$ cat config.mk
export PLATFORM = sky130hd
export DESIGN_NAME = lc4_insn_encoder
export DESIGN_NICKNAME = d
export VERILOG_FILES = /design/src/rtl/lc4_insn_encoder.sv
export SDC_FILE = /design/constraint.sdc
export NUM_CORES = 1
export LEC_CHECK = 0
export CAP_MARGIN = 15
export CORE_MARGIN = 4
export CORE_UTILIZATION = 40
export CTS_CLUSTER_DIAMETER = 120
export DETAILED_ROUTE_END_ITERATION = 10
export PLACE_DENSITY = 0.8
export SLEW_MARGIN = 25
export SYNTH_ARGS = -nofsm -noshare
export SYNTH_HDL_FRONTEND = slang
export SYNTH_SLANG_ARGS = --single-unit
export TNS_END_PERCENT = 100
$ cat constraint.sdc
create_clock -name clk -period 1.8 [get_ports clk]
set_input_delay 0.36 -clock clk [delete_from_list [all_inputs] [get_ports clk]]
set_output_delay 0.36 -clock clk [all_outputs]
set_load 0.02 [all_outputs]
$ cat src/rtl/lc4_insn_encoder.sv
// ---------------------------------------------------------------------------
// lc4_insn_encoder
//   Packs LC4 instruction fields into 20-bit instruction words. Each legal
//   request becomes one word one cycle after acceptance. Control transfers
//   (JSR, RTI) are followed by CTRL_PAD all-zero pad NOP words. Illegal
//   opcodes are accepted and dropped, with a one-cycle error pulse.
//
//   Handshake: a transfer happens on a rising edge where valid && ready.
//   The producer keeps valid and its payload stable until that edge.
//   Ready never depends on valid from the same side.
//
// Ports
//   clk, rst                : clock, synchronous active-high reset
//   in_valid / in_ready     : request handshake
//   in_op, in_rd, in_rs,
//   in_rt, in_imm           : instruction fields
//   out_valid / out_ready   : output word handshake
//   out_insn                : encoded word
//   out_is_pad              : out_insn is an inserted pad NOP
//   err_illegal             : illegal opcode was accepted and dropped
//   insn_count              : non-pad words delivered, wraps at 16 bits
//   state_dbg               : FSM state (0 empty, 1 insn, 2 pad)
// ---------------------------------------------------------------------------
module lc4_insn_encoder #(
    parameter int CTRL_PAD = 2   // 0..7 pad words after JSR/RTI
) (
    input  logic        clk,
    input  logic        rst,
    input  logic        in_valid,
    output logic        in_ready,
    input  logic [4:0]  in_op,
    input  logic [4:0]  in_rd,
    input  logic [4:0]  in_rs,
    input  logic [4:0]  in_rt,
    input  logic [14:0] in_imm,
    output logic        out_valid,
    input  logic        out_ready,
    output logic [19:0] out_insn,
    output logic        out_is_pad,
    output logic        err_illegal,
    output logic [15:0] insn_count,
    output logic [1:0]  state_dbg
);

    typedef enum logic [1:0] {
        S_EMPTY = 2'd0,
        S_INSN  = 2'd1,
        S_PAD   = 2'd2
    } state_t;

    state_t      state, state_nx;
    logic [2:0]  pad_left, left_nx;
    logic [19:0] insn_nx;
    logic        pad_nx, valid_nx, err_nx;
    logic [15:0] count_nx;

    logic [19:0] enc;
    logic        illegal, is_ctrl;
    logic        accept, deliver;

    assign out_valid = (state != S_EMPTY);
    assign state_dbg = state;
    assign in_ready  = (pad_left == 3'd0) && (!out_valid || out_ready);
    assign accept    = in_valid && in_ready;
    assign deliver   = out_valid && out_ready;

    // Field packing by opcode format. Fields a format does not use are
    // never routed into the word.
    always_comb begin
        enc     = 20'h00000;
        illegal = 1'b0;
        is_ctrl = 1'b0;
        case (in_op)
            5'b00101, 5'b00110, 5'b01100, 5'b01101, 5'b01110,
            5'b01111, 5'b10010, 5'b10100, 5'b10101:
                enc = {in_op, in_rd, in_rs, in_rt};
            5'b00111, 5'b01001, 5'b10110:
                enc = {in_op, in_rd, in_rs, in_imm[4:0]};
            5'b10000, 5'b10011, 5'b11001:
                enc = {in_op, 5'b00000, in_rs, 5'b00000};
            5'b01011, 5'b10111, 5'b11000:
                enc = {in_op, in_rd, in_imm[9:0]};
            5'b00000, 5'b00001, 5'b00010, 5'b00011, 5'b00100:
                enc = {in_op, in_imm};
            5'b01000: begin
                enc     = {in_op, in_imm};
                is_ctrl = 1'b1;
            end
            5'b01010: begin
                enc     = {in_op, 15'h0000};
                is_ctrl = 1'b1;
            end
            // 10001 has no defined operands: emitted as a bare opcode.
            5'b10001:
                enc = {in_op, 15'h0000};
            default:
                illegal = 1'b1;
        endcase
    end

    // Next-state and output-register logic.
    always_comb begin
        valid_nx = out_valid;
        insn_nx  = out_insn;
        pad_nx   = out_is_pad;
        left_nx  = pad_left;
        err_nx   = 1'b0;
        count_nx = insn_count;
        state_nx = state;

        if (deliver && !out_is_pad) begin
            count_nx = insn_count + 16'd1;
        end

        if (accept) begin
            if (illegal) begin
                // Any held word is being delivered this cycle, so the
                // output simply goes empty.
                err_nx   = 1'b1;
                valid_nx = 1'b0;
                pad_nx   = 1'b0;
            end else begin
                valid_nx = 1'b1;
                insn_nx  = enc;
                pad_nx   = 1'b0;
                left_nx  = is_ctrl ? 3'(CTRL_PAD) : 3'd0;
            end
        end else if (deliver) begin
            if (pad_left != 3'd0) begin
                insn_nx = 20'h00000;
                pad_nx  = 1'b1;
                left_nx = pad_left - 3'd1;
            end else begin
                valid_nx = 1'b0;
                pad_nx   = 1'b0;
            end
        end

        // S_PAD covers both a pad on the output and a control word that
        // still owes pads.
        if (!valid_nx) begin
            state_nx = S_EMPTY;
        end else if (pad_nx || (left_nx != 3'd0)) begin
            state_nx = S_PAD;
        end else begin
            state_nx = S_INSN;
        end
    end

    always_ff @(posedge clk) begin
        if (rst) begin
            state       <= S_EMPTY;
            out_insn    <= 20'h00000;
            out_is_pad  <= 1'b0;
            pad_left    <= 3'd0;
            err_illegal <= 1'b0;
            insn_count  <= 16'h0000;
        end else begin
            state       <= state_nx;
            out_insn    <= insn_nx;
            out_is_pad  <= pad_nx;
            pad_left    <= left_nx;
            err_illegal <= err_nx;
            insn_count  <= count_nx;
        end
    end

endmodule

; Word level (Yosys, flattened, before mapping)
; Index checks and enable logic that the tools add are counted.
; W data, S select, Z words.
[totals]
input_bits = 39
ff_bits = 43
elab_cells = 82
out_inout_bits = 42
[op_classes]
add_sub_neg = 2
eq_ne = 26
n_reduce_logical = 26
muxes = 20
bitwise_logic = 2
[op_table]
columns = op, count
row1 = $pmux W20 S6, 1
row2 = $mux W20, 4
row3 = $eq A5 B5 Y1 const B, 10
row4 = $eq A5 B4 Y1 const B, 8
row5 = $reduce_or A26 Y1, 1
row6 = $eq A5 B3 Y1 const B, 4
row7 = $add A16 B1 Y16 const B, 1
row8 = $mux W3, 4
row9 = $eq A5 B2 Y1 const B, 2
row10 = $mux W1, 9
row11 = $reduce_or A3 Y1, 3
row12 = $reduce_or A9 Y1, 1
row13 = $reduce_or A2 Y1, 4
row14 = $reduce_bool A2 Y1, 3
row15 = $reduce_bool A3 Y1, 2
row16 = $reduce_or A6 Y1, 1
row17 = $eq A5 B1 Y1 const B, 1
row18 = $logic_not A5 Y1, 1
row19 = $logic_and A1 B1 Y1, 4
row20 = $mux W2, 2
row21 = $logic_not A3 Y1, 1
row22 = $reduce_and A3 Y1, 1
row23 = $sub A3 B1 Y3 const B, 1
row24 = $logic_not A1 Y1, 2
row25 = 3 further kinds, 5

; Logic depth before layout (Yosys ltp)
[logic_depth]
ltp_word = 9
depth_mapped = 8
mapped_depth_nobuf = 6

; Worst setup path after synthesis
; Ideal clock, no wire load.
[synth_path]
path_kind = register -> register
startpoint = register insn_count[0]
endpoint = register insn_count[14]
path_stages_with_launch = 7
slack_ns = -0.213
synth_period_minus_slack_ns = 2.013
path_buffers = 1
setup_time_ns = 0.071
arrival_ns = 1.943
required_ns = 1.729
cell_sequence = dfxtp_1 -> ha_1 -> nand3_1 -> or4_1 -> buf_2 -> or4_1 -> a21oi_1
[synth_via]
elab_chain_cells = 1
[synth_rtl]
columns = item, line
row1 = start: declaration, 41  ; output logic [15:0] insn_count,
row2 = start signal: assignment, 164  ; insn_count <= count_nx;
row3 = $add A16 B1 Y16, 112  ; count_nx = insn_count + 16'd1;
; No other way between the ends.
; A chain may end at the register's enable or synchronous reset.

; Final worst setup path
[layout_path]
startpoint = input port in_op[0]
endpoint = register out_insn[6]
[layout_via]
elab_chain_cells = 5
word_cells_on_any_way = 38
cone_classes = eq/ne (26) / mux (3) / reduce/logical (9)
[layout_rtl]
columns = item, line
row1 = start: declaration, 31  ; input logic [4:0] in_op,
row2 = $eq A5 B3 Y1 (tied with other cells), 73  ; case (in_op)
row3 = $reduce_or A9 Y1 (tied with other cells), --
row4 = $pmux W20 S6, 73
row5 = $mux W20, 116  ; if (illegal) begin
row6 = $mux W20, 115  ; if (accept) begin
row7 = end signal: assignment, 160  ; out_insn <= insn_nx;
row8 = end: declaration, 38  ; output logic [19:0] out_insn,
; Several ways; a longest one is shown, not always the timed one. The select of a mux whose other input is x is not followed.

==> run summary <==
The longest clock path from root to sink contains 2 buffers. The average footprint of a synthesized cell came out at 8.37 um^2. In this run the worst setup path begins at in_op[0]. The capturing element of the worst setup path is out_insn[6]$_SDFFE_PP0P_. Dividing the detail-routed via count by the number of cells gives 5.44. Setup repair after global routing could not meet its margin everywhere. The worst-case setup slack after placement is -0.501 ns.

Dividing total power by cell area gives a power density of 600 mW/mm^2. The met3 wire length came out at 490 um. The number of enable flip-flop cells after synthesis is 0. The die area is 0.00682 mm^2. The gate count of the mapped netlist came out at 266. The uppermost metal layer occupied by signal nets is met4. For the worst setup path, the data arrival time is 1.97 ns. The sum of negative setup slack came out at 0 ns. Yosys mapped the design onto 46 distinct sky130hd cell types.

The flow ran to the end, and the final reports show no timing, DRC or antenna violations. In the synthesized netlist the async set-or-reset flop fraction comes to 0%. The synthesis warning total came out at 0. The CTS root buffer is clkbuf_8.

Measured along the y axis, the die boundary spans 82.6 um. Buffers inserted during clock tree synthesis total 5. The placer congestion estimate came out at 0.856. The vias after detailed routing is 2468.

The clock-pin slew reported for the worst setup and hold paths after clock tree synthesis is 0.08 ns. The number of antenna violations at the first check in global routing came out at 0. The die width is 82.6 um. The number of antenna diodes is 0. The required time at the endpoint of the critical path is 1.99 ns.

Summing every instance area after synthesis gives 0.00223 mm^2. The worst-skew pair later-pin latency came out at 0.30 ns. The count of buffers added on input and output ports is 80. The number of ports placed on the die boundary came out at 81. The dominant synthesized flop cell is dfxtp_1. Entering global routing, the biggest net connects 24 pins. The routed length on met2 came out at 3290 um. The worst-case clock skew is 0.0115 ns.

Sorting the synthesized cells by area gives the leading types as dfxtp_1 (39%), nor3b_1 (5.7%), a221o_1 (4.5%). The synthesized netlist net count came out at 308. The worst setup path is captured at a flip-flop. The number of standard cells in the layout, taps in and fillers out came out at 454.

For this configuration, the core starts out at a cell density of 42.5%. The clock share of power came out at 28.8%. The number of nets still failing antenna checks after routing is 0. The worst-case IR drop observed on VDD is 0.289 mV. The global routing usage summed across all routing layers is 18.5%.

STA classifies the critical path startpoint as a primary input. Across all hold checks on the routed design, the worst slack comes to 0.479 ns. The highest net fanout along the worst path came out at 7. After the last flow step, the layout net total stands at 425.

The HPWL after detailed placement is 4830 um. The total grt overflow came out at 0. The worst reg-to-reg path cell count came out at 7. In this run the critical register-to-register path is captured at state_dbg[0]$_SDFF_PP0_.

The detailed-routing iteration count for the pre-antenna-repair pass came out at 4. For this run, the top clock speed supported by timing is 559 MHz. The class of the most critical hold timing path is flip-flop to flip-flop. Sequential cells burn 46.1% of the power.

Setup violations remaining at the end of the flow were counted as 0. The minimum clock period after layout came out at 1.79 ns. The largest total area in the synthesized netlist belongs to dfxtp_1. Counting tap cells, the placed design contains a total of 441 instances. The count of endpoints failing hold in the final timing report came to 0. The switching power came out at 632 uW. The placeable core region is 0.00524 mm^2. The remaining routing DRC violations came out at 0.

In this run the static leakage power is 1.44 nW. The setup slack of the critical path after layout came out at 0.0109 ns. The detailed router finished its first iteration with 125 violations. In this run, post-CTS hold repair placed 0 buffers. The proportion of layout cells with a drive suffix above 1 came out at 22.7%. The setup slack of the worst register-to-register path came out at 0.06 ns. The flip-flop and latch count after synthesis is 43.

At the pin with the least slew margin, the transition time is 0.411 ns. The number of max-slew violations in the final report came out at 0. The footprint of the multi-input gates came out at 0.00134 mm^2. The internal power is 1.56 mW. The area fraction of the dominant cell type after synthesis came out at 38.7%. The part of the cycle the worst path needs came out at 99.4%.

The number of core rows came out at 26. CTS saw 43 sinks. Relative to the synthesized area, the layout overhead comes to 64.3%. The global-route wire length before repair is 10200 um.

The routed wire length came out at 6540 um. The library cell used most frequently in the layout, excluding fill and tap cells, is clkdlybuf4s50_1. The clock tree synthesis step divided the H-tree into 2 levels. The number of max-cap violations came out at 0. Sequential cells were found to cover 38.7% of the synthesized design area. In the final routing, the length of wire on met1 measures 2730 um. In the layout the commonest cells are clkdlybuf4s50_1 (70), buf_4 (41), dfxtp_1 (34), inv_1 (17), a21oi_1 (16). The class of the most critical setup path is primary input to flip-flop.

The count of fill cells added during filler insertion is 402. The routed length per instance is 14.4 um. The worst register-to-register path begins at pad_left[0]$_SDFF_PP0_. The relative contribution of combinational cells to total power is 25.1%. The switching fraction of total power came out at 28.8%. The clock tree from TritonCTS is done. The tightest slew margin relative to the limit is 72.6%. In the final layout, flip-flops and latches occupy 882 um^2. The via count of the first global-routing pass is 2469.
repair_timing:
action                     CTS  global route
setup buffers                2             2
pin swaps                    1             6
setup endpoints to repair   25            33
resized for setup            9            30
gates cloned                 0             1
how the worst min path moves through the flow:
stage | from | to | cells past startpoint
2_1_floorplan | pad_left[0]$_SDFF_PP0_ | pad_left[0]$_SDFF_PP0_ | 2
3_3_place_gp | out_insn[16]$_SDFFE_PP0P_ | out_insn[16]$_SDFFE_PP0P_ | 2
3_5_place_dp | insn_count[15]$_SDFFE_PP0P_ | insn_count[15]$_SDFFE_PP0P_ | 2
4_1_cts | insn_count[15]$_SDFFE_PP0P_ | insn_count[15]$_SDFFE_PP0P_ | 2
5_1_grt | out_insn[13]$_SDFFE_PP0P_ | out_insn[13]$_SDFFE_PP0P_ | 1
6_report | out_insn[16]$_SDFFE_PP0P_ | out_insn[16]$_SDFFE_PP0P_ | 2
synth_stat cells (3+ instances only):
library cell / number
ha_1: 3
nand2_1: 14
dfxtp_1: 43
a31oi_1: 3
o21ai_0: 17
nand4b_1: 3
nand4_1: 4
a22o_1: 5
nor2_1: 15
o32ai_1: 5
nor3_1: 7
a221o_1: 10
o211ai_1: 3
clkbuf_1: 14
a21oi_1: 19
and3b_1: 3
or4_1: 3
a32oi_1: 3
inv_1: 17
or3_1: 7
xnor2_1: 6
nor2b_1: 4
nor3b_1: 17
nand3_1: 11
layer usage:
layer	track usage, %	vias to the layer above
met5	0	-
met4	4.08	0
met3	4.88	4
met2	34.5	91
met1	21.0	1144
li1	-	1229
stage by stage:
stage               area, um^2  utilization [%]  power, mW
finish                    3660             69.8       2.19
global route              3660             69.8       2.29
CTS                       3550             67.7       2.18
detailed placement        3420             65.3       1.56
global placement          3420             65.3       1.55
floorplan                 2290                -       1.28
registers in the layout, indices dropped and copies added, names as in the netlist:
signal	flops
err_illegal	1
insn_count	16
out_insn	20
out_is_pad	1
pad_left	3
state_dbg	2
cell families after synthesis:
group	after synthesis	synth area share, %
DFF	43	38.7
adders and majority gates	3	1.69
buffers and inverters	34	5.85
and+or+nand+nor	97	25.1
xor gates and xnor gates	8	3.15
AOI/OAI and AO/OA	80	25.1
muxes	1	0.450
worst max-delay path: stages:
cell and delay (ns):
clkdlybuf4s50_1 0.54, buf_4 0.18, inv_1 0.04, o21ai_0 0.33, a31oi_4 0.18, a221o_1 0.33
cell type report:
class / instances / share of cell area [%]
multi-input combinational: 189 / 36.7
clock buffer: 5 / 1.88
timing repair buffer: 127 / 32.5
inverter: 17 / 1.74
clock inverter: 3 / 0.650
tap: 70 / 2.39
sequential: 43 / 24.1
power by group through the flow:
stage,logic [mW],clock network (mW),registers [mW]
after CTS,0.530,0.639,1.01
after global placement,0.516,0,1.03
after detailed placement,0.525,0,1.03
final,0.552,0.631,1.01
after global routing,0.593,0.682,1.02
after floorplan,0.194,0,1.08
(Power assumes the default switching activity.)
